File: src/rtl/serial_pkg.sv
// Shared definitions for the bit-serial complement stages: FSM state encoding
// and the default frame width.
package serial_pkg;

    typedef enum logic [1:0] {
        S_IDLE = 2'd0,
        S_ADD  = 2'd1,
        S_COPY = 2'd2
    } state_t;

    localparam int DEFAULT_WIDTH = 8;

endpackage

File: src/rtl/serial_shift_collect.sv
// LSB-first serial-to-parallel collector: shifts accepted bits in at the MSB
// and flags the bit that completes a WIDTH-bit frame.
module serial_shift_collect
    import serial_pkg::*;
#(
    parameter int WIDTH = DEFAULT_WIDTH
) (
    input  logic             clk,
    input  logic             rst,
    input  logic             en_i,
    input  logic             restart_i,
    input  logic             bit_i,
    output logic [WIDTH-1:0] word_o,
    output logic             done_o
);

    localparam int CW = $clog2(WIDTH);
    localparam logic [CW-1:0] LAST = CW'(WIDTH - 1);

    logic [WIDTH-1:0] shift_q, shift_d;
    logic [CW-1:0]    count_q, count_d;
    logic [CW-1:0]    count_eff;

    always_comb begin
        // A restarting bit is always bit 0 of a new frame, whatever was pending.
        count_eff = restart_i ? '0 : count_q;
        done_o    = en_i && (count_eff == LAST);
        word_o    = {bit_i, shift_q[WIDTH-1:1]};
        shift_d   = shift_q;
        count_d   = count_q;
        if (en_i) begin
            shift_d = word_o;
            count_d = done_o ? '0 : count_eff + CW'(1);
        end
    end

    always_ff @(posedge clk or negedge rst) begin
        if (!rst) begin
            shift_q <= '0;
            count_q <= '0;
        end else begin
            shift_q <= shift_d;
            count_q <= count_d;
        end
    end

endmodule

File: src/rtl/serial_twos_comp.sv
// Serial +1 stage: turns an LSB-first one's-complement stream into two's
// complement, emitting both a re-timed bit stream and the assembled word.
module serial_twos_comp
    import serial_pkg::*;
#(
    parameter int WIDTH = DEFAULT_WIDTH
) (
    input  logic             clk,
    input  logic             rst,
    input  logic             in_valid,
    input  logic             in_bit,
    input  logic             in_first,
    output logic             bit_out,
    output logic             bit_valid,
    output logic [WIDTH-1:0] word_out,
    output logic             word_valid,
    output logic             word_carry,
    output logic             frame_err
);

    state_t           state_q, state_d;
    logic             carry_q, carry_d;
    logic             bit_out_q, bit_out_d;
    logic             bit_valid_q, bit_valid_d;
    logic [WIDTH-1:0] word_out_q, word_out_d;
    logic             word_valid_q, word_valid_d;
    logic             word_carry_q, word_carry_d;
    logic             frame_err_q, frame_err_d;

    logic             start, accept, c_eff, out_b, next_c, done;
    logic [WIDTH-1:0] word_next;

    assign start  = in_valid && in_first;
    assign accept = in_valid && (in_first || (state_q != S_IDLE));
    assign c_eff  = start ? 1'b1 : carry_q;
    assign out_b  = in_bit ^ c_eff;
    assign next_c = in_bit & c_eff;

    serial_shift_collect #(.WIDTH(WIDTH)) u_collect (
        .clk      (clk),
        .rst      (rst),
        .en_i     (accept),
        .restart_i(start),
        .bit_i    (out_b),
        .word_o   (word_next),
        .done_o   (done)
    );

    always_comb begin
        state_d      = state_q;
        carry_d      = carry_q;
        bit_out_d    = bit_out_q;
        bit_valid_d  = 1'b0;
        word_out_d   = word_out_q;
        word_valid_d = 1'b0;
        word_carry_d = word_carry_q;
        // Stray continuation bit while idle, or a new LSB cutting a frame short.
        frame_err_d  = in_valid && (in_first ? (state_q != S_IDLE) : (state_q == S_IDLE));
        if (accept) begin
            bit_out_d   = out_b;
            bit_valid_d = 1'b1;
            if (done) begin
                state_d      = S_IDLE;
                carry_d      = 1'b1;
                word_out_d   = word_next;
                word_carry_d = next_c;
                word_valid_d = 1'b1;
            end else begin
                state_d = next_c ? S_ADD : S_COPY;
                carry_d = next_c;
            end
        end
    end

    always_ff @(posedge clk or negedge rst) begin
        if (!rst) begin
            state_q      <= S_IDLE;
            carry_q      <= 1'b1;
            bit_out_q    <= 1'b0;
            bit_valid_q  <= 1'b0;
            word_out_q   <= '0;
            word_valid_q <= 1'b0;
            word_carry_q <= 1'b0;
            frame_err_q  <= 1'b0;
        end else begin
            state_q      <= state_d;
            carry_q      <= carry_d;
            bit_out_q    <= bit_out_d;
            bit_valid_q  <= bit_valid_d;
            word_out_q   <= word_out_d;
            word_valid_q <= word_valid_d;
            word_carry_q <= word_carry_d;
            frame_err_q  <= frame_err_d;
        end
    end

    assign bit_out    = bit_out_q;
    assign bit_valid  = bit_valid_q;
    assign word_out   = word_out_q;
    assign word_valid = word_valid_q;
    assign word_carry = word_carry_q;
    assign frame_err  = frame_err_q;

endmodule

File: config.mk
export PLATFORM = sky130hd
export DESIGN_NAME = serial_twos_comp
export DESIGN_NICKNAME = d
export VERILOG_FILES = /design/src/rtl/serial_pkg.sv /design/src/rtl/serial_shift_collect.sv /design/src/rtl/serial_twos_comp.sv
export SDC_FILE = /design/constraint.sdc
export NUM_CORES = 1
export LEC_CHECK = 0
export ABC_AREA = 1
export CAP_MARGIN = 40
export CORE_AREA = 10 10 66 57
export DETAILED_ROUTE_END_ITERATION = 10
export DIE_AREA = 0 0 76 67
export GPL_TIMING_DRIVEN = 0
export PLACE_DENSITY_LB_ADDON = 0.05
export SETUP_SLACK_MARGIN = 0.15
export SYNTH_ARGS = -nofsm -noshare
export SYNTH_HDL_FRONTEND = slang
export SYNTH_SLANG_ARGS = --single-unit
export TNS_END_PERCENT = 50
File: constraint.sdc
create_clock -name clk -period 1.3 [get_ports clk]
set_input_delay 0.195 -clock clk [delete_from_list [all_inputs] [get_ports clk]]
set_output_delay 0.195 -clock clk [all_outputs]
set_load 0.01 [all_outputs]
; ---- Word level (Yosys, flattened, before mapping)
; Cells that the tools add are included.
[op_classes]
bitwise = 2
addsub = 1
reduce_logical = 8
eq_ne = 1
muxes = 10
[ops]
columns = op, n
row1 = 1-bit two-way mux, 6
row2 = 3-bit two-way mux, 2
row3 = 1-bit logical AND, 4
row4 = 2-bit two-way mux, 2
row5 = "3-bit by 1-bit adder with 3-bit output, second input constant", 1
row6 = "3-bit == test, second input constant", 1
row7 = 2-bit logical NOT, 1
row8 = 2-bit AND reduction, 1
row9 = 2-bit nonzero test, 1
row10 = 1-bit AND, 1
row11 = 1-bit logical OR, 1
row12 = 1-bit XOR, 1
[word_totals]
elab_cells = 32
in_bits = 5
register_bits = 27

; ---- Logic depth before layout (Yosys ltp)
[logic_depth]
word_depth = 6
ltp_mapped = 10
mapped_depth_nobuf = 10

; ---- Modules after synthesis
; Synthesis repeated with hierarchy kept, for this count alone.
[hier_totals]
cells_unflattened = 127
area_unflattened_um2 = 1147.4
[modules_own_cells]
columns = module, n_inst, seq_area_each_um2, cells_each, area_per_inst_um2
row1 = serial_twos_comp, 1, 401.6, 74, 699.4
row2 = serial_shift_collect, 1, 250.2, 53, 447.9

; ---- Worst setup path before layout
; Ideal clock, no wire load.
[synth_timing]
path_type = register -> register
startpoint = reg u_collect.count_q[0]
endpoint = reg state_q[1]
stages_incl_launch_ff = 9
t_required_ns = 1.229
setup_slack_ns = -0.074
path_buffers = 1
arrival_ns = 1.303
setup_time_ns = 0.071
period_less_slack_ns = 1.374
path_cell_list = dfrtp_1 -> nand2_1 -> inv_1 -> ha_1 -> ha_1 -> buf_4 -> nor2_1 -> nor2_1 -> nor2_1
[synth_via]
elab_chain_len = 4
[synth_lines]
columns = element, line_no
row1 = from (decl), serial_shift_collect.sv:21  ; logic [CW-1:0] count_q, count_d;
row2 = from (signal assigned), serial_shift_collect.sv:43  ; count_q <= count_d;
row3 = 3-bit two-way mux, serial_shift_collect.sv:26  ; count_eff = restart_i ? '0 : count_q;
row4 = 3-bit == test, serial_shift_collect.sv:27  ; done_o = en_i && (count_eff == LAST);
row5 = 1-bit logical AND, serial_shift_collect.sv:27
row6 = 2-bit two-way mux, serial_twos_comp.sv:62  ; if (done) begin
row7 = to (signal assigned), serial_twos_comp.sv:86  ; state_q <= state_d;
row8 = to (decl), serial_twos_comp.sv:21  ; state_t state_q, state_d;
; No other way between the ends.
; A chain may end at the register's enable or synchronous reset.

; ---- Worst setup path after layout
; Ends and elaborated chain as after synthesis.

==> impl_metrics.yaml <==
placed_design:
  globalplace.congestion: 0.7643
  hpwl_mm: 1.672
  numPortBuffers: 17
  place_ws_ns: -0.5457
timing:
  period_needed_ns: 1.293
  max_freq_mhz: 773.6
  rsz0062_at_grt: "true"
  tightest_slew_ns: 0.5055
  setup_ws_ns: 0.007297
  setup_viol: 0
  skew_ns: 0.007019
  slew-limit-headroom: 0.6619
  timing.final.max_slew_violations: 0
  min_period_over_period: 0.9944
  finalHoldViolCount: 0
synth:
  synth-seq-cells: 25
  synthesis.area_sq_mm: 0.001109
  synth_cell_type_count: 17
  yosysTopAreaCellShare: 0.5418
  synth_top_area_cell: "dfrtp_1"
  synthTopCellsByArea: "dfrtp_1, nand2_1, nand4_1"
  yosys_warnings: 0
  yosysSeqAreaShare: 0.5655
  synth_area_per_cell_sq_um: 9.316
  syn_inst: 119
  syn_nets: 128
critical_path:
  regToRegStartpoint: "u_collect.count_q[0]"
  cp-start-kind: "flip-flop"
  crit_chain: "nand2_2 > inv_2 > ha_4 > ha_4 > buf_6 > nor2_4 > nor2_1 > nor2_1"
  arrival_ns: 1.55
  cp_slowest_cell: "dfrtp_1"
  startpoint: "u_collect.count_q[0]"
  end_kind: "flip-flop"
  worst-path-buf-inv: 2
  slowest_delay_ns: 0.42
  cp_top_family: "flip-flops"
  criticalPathCategory: "flip-flop to flip-flop"
  worstPathRequired_ns: 1.56
  cp_max_fo: 5
power:
  ir_drop_v: 0.0007232
  totalPowerFinal_mw: 2.127
  p_leak_nw: 0.7474
  powerDensity_mw_per_mm2: 1490
global_route:
  grt_overflow: 0
  antenna_found_initial: 0
  grt_pass1_vias: 783
  grt.total_usage: 0.09371
  grt_max_degree: 16
  grt_pass1_wl_mm: 3.891
floorplan:
  coreArea_sq_mm: 0.002422
  rows: 16
  die_y_microns: 67
  initial_utilization: 0.4576
  die_area_sq_mm: 0.005092
  die_w_microns: 76
  io_pins: 18
detailed_routing:
  wl_per_cell_microns: 12.49
  antenna_left: 0
  drt_pass1_iterations: 4
  drc: 0
  wl_mm: 2.299
  num_vias: 844
  viasPerCell: 4.587
  dr.first_iter.drc_count: 27
clock_tree:
  root_buffer: "clkbuf_4"
  hold_buffers: 0
  cts_tree: "built"
  clk_pin_slew_ns: 0.13
  clock-sinks: 25
  clk_latency_ns: 0.31
  h-tree-depth: 1
  cts_buffer_depth: 2
  cts_buffers: 3
job:
  max_cap_violations: 0
layout:
  final_core_util: 0.5894
  fin_nets: 158
  diodes: 0
  area_growth_pct: 28.78
  drive_gt1_frac: 0.3446
outcome:
  status: "completed"
worst_hold_path:
  min_path_type: "input port to asynchronous set/reset pin"
[metrics by stage]
stage	hold slack, ns	setup TNS (ns)	cells	area (sq um)
floorplan	-0.1006	0	119	1135
global placement	0.4543	-14.78	172	1350
detailed placement	0.4604	-9.519	173	1365
CTS	0.2166	0	182	1435
global route	0.2231	-0.4336	184	1428
finish	0.2074	0	184	1428
[power breakdown]
part	switching (mW)	total [mW]	internal (mW)	leakage (nW)
Clock	0.219	0.334	0.115	0.0177
Sequential	0.120	1.10	0.984	0.321
Combinational	0.376	0.690	0.314	0.409
Total	0.714	2.13	1.41	0.747
[synth_stat cells, drive strengths merged]
master,n
buf,5
nor2,9
dfstp,1
inv,14
ha,4
o21ai,9
or2,1
dfrtp,24
nand2,42
nand3,1
nand4,9
[worst paths after layout]
| kind | endpoint | slack, ns | depth (start not counted) |
|---|---|---|---|
| hold reg to reg | carry_q | 0.48 | 2 |
| setup reg to reg | state_q[1] | 0.007 | 8 |
| hold / removal | bit_valid | 0.21 | 1 |
| setup / recovery | state_q[1] | 0.007 | 8 |
| min in group clk | frame_err | 0.36 | 3 |
| max in group asynchronous | carry_q | 0.55 | 2 |
[logic make-up (layout without fill, tap and decap cells)]
group,after synthesis,in the layout,synth area share
simple gates,62,63,0.2540
fa+ha+maj,4,4,0.04515
flops,25,25,0.5655
compound gates,9,9,0.04401
buf+inv,19,47,0.09142
[routing by layer]
metal	GRT usage	up-vias	wire length (microns)
met3	0.03351	2	111
li1	-	436	-
met2	0.1483	18	1026
met4	0.02830	0	16
met1	0.1172	388	1145
met5	0	-	0
[what timing repair did]
item	4_1_cts	5_1_grt
buffers inserted	3	2
setup endpoints to repair	36	32
gates resized for setup	39	25
gates cloned	2	0
pin swaps	9	2
[worst reg2reg max path, cell delays in order, from the launching register on]
cell and delay (ns):
dfrtp_1 0.42, nand2_2 0.09, inv_2 0.05, ha_4 0.16, ha_4 0.19, buf_6 0.14
nor2_4 0.08, nor2_1 0.05, nor2_1 0.08
[cells in the final DEF (no fill, tap or decap)]
master           count
nand2_1             39
dfrtp_1             24
nand4_1              9
clkbuf_2             9
inv_2                7
inv_1                7
buf_4                6
nor2_1               5
buf_6                4
o21ai_0              4
o21ai_1              4
buf_2                4
nor2_4               3
clkbuf_4             3
nand2_2              2
buf_8                2
nand3_4              2
ha_4                 2
clkdlybuf4s50_1      2
dlygate4sd2_1        2
or2_2                1
nand2_4              1
o21ai_2              1
nor2_2               1
ha_2                 1
ha_1                 1
dfstp_2              1
clkinv_2             1
[layout make-up]
type                    instances  area [sq um]
repair buffers                 24         162.7
multi-input cells              76         452.9
well taps                      36         45.04
inverters                      14         52.55
plain buffers                   5         60.06
clock inverters                 1         5.005
fillers                       211         994.7
flip-flops and latches         25         626.9
clock buffers                   3         22.52
[sequential cells by signal (all words and copies together) (netlist names)]
register / count
bit_valid: 1
word_carry: 1
state_q: 2
word_valid: 1
frame_err: 1
u_collect.count_q: 3
u_collect.shift_q: 6
bit_out: 1
word_out: 8
carry_q: 1
(Power assumes the default switching activity.)
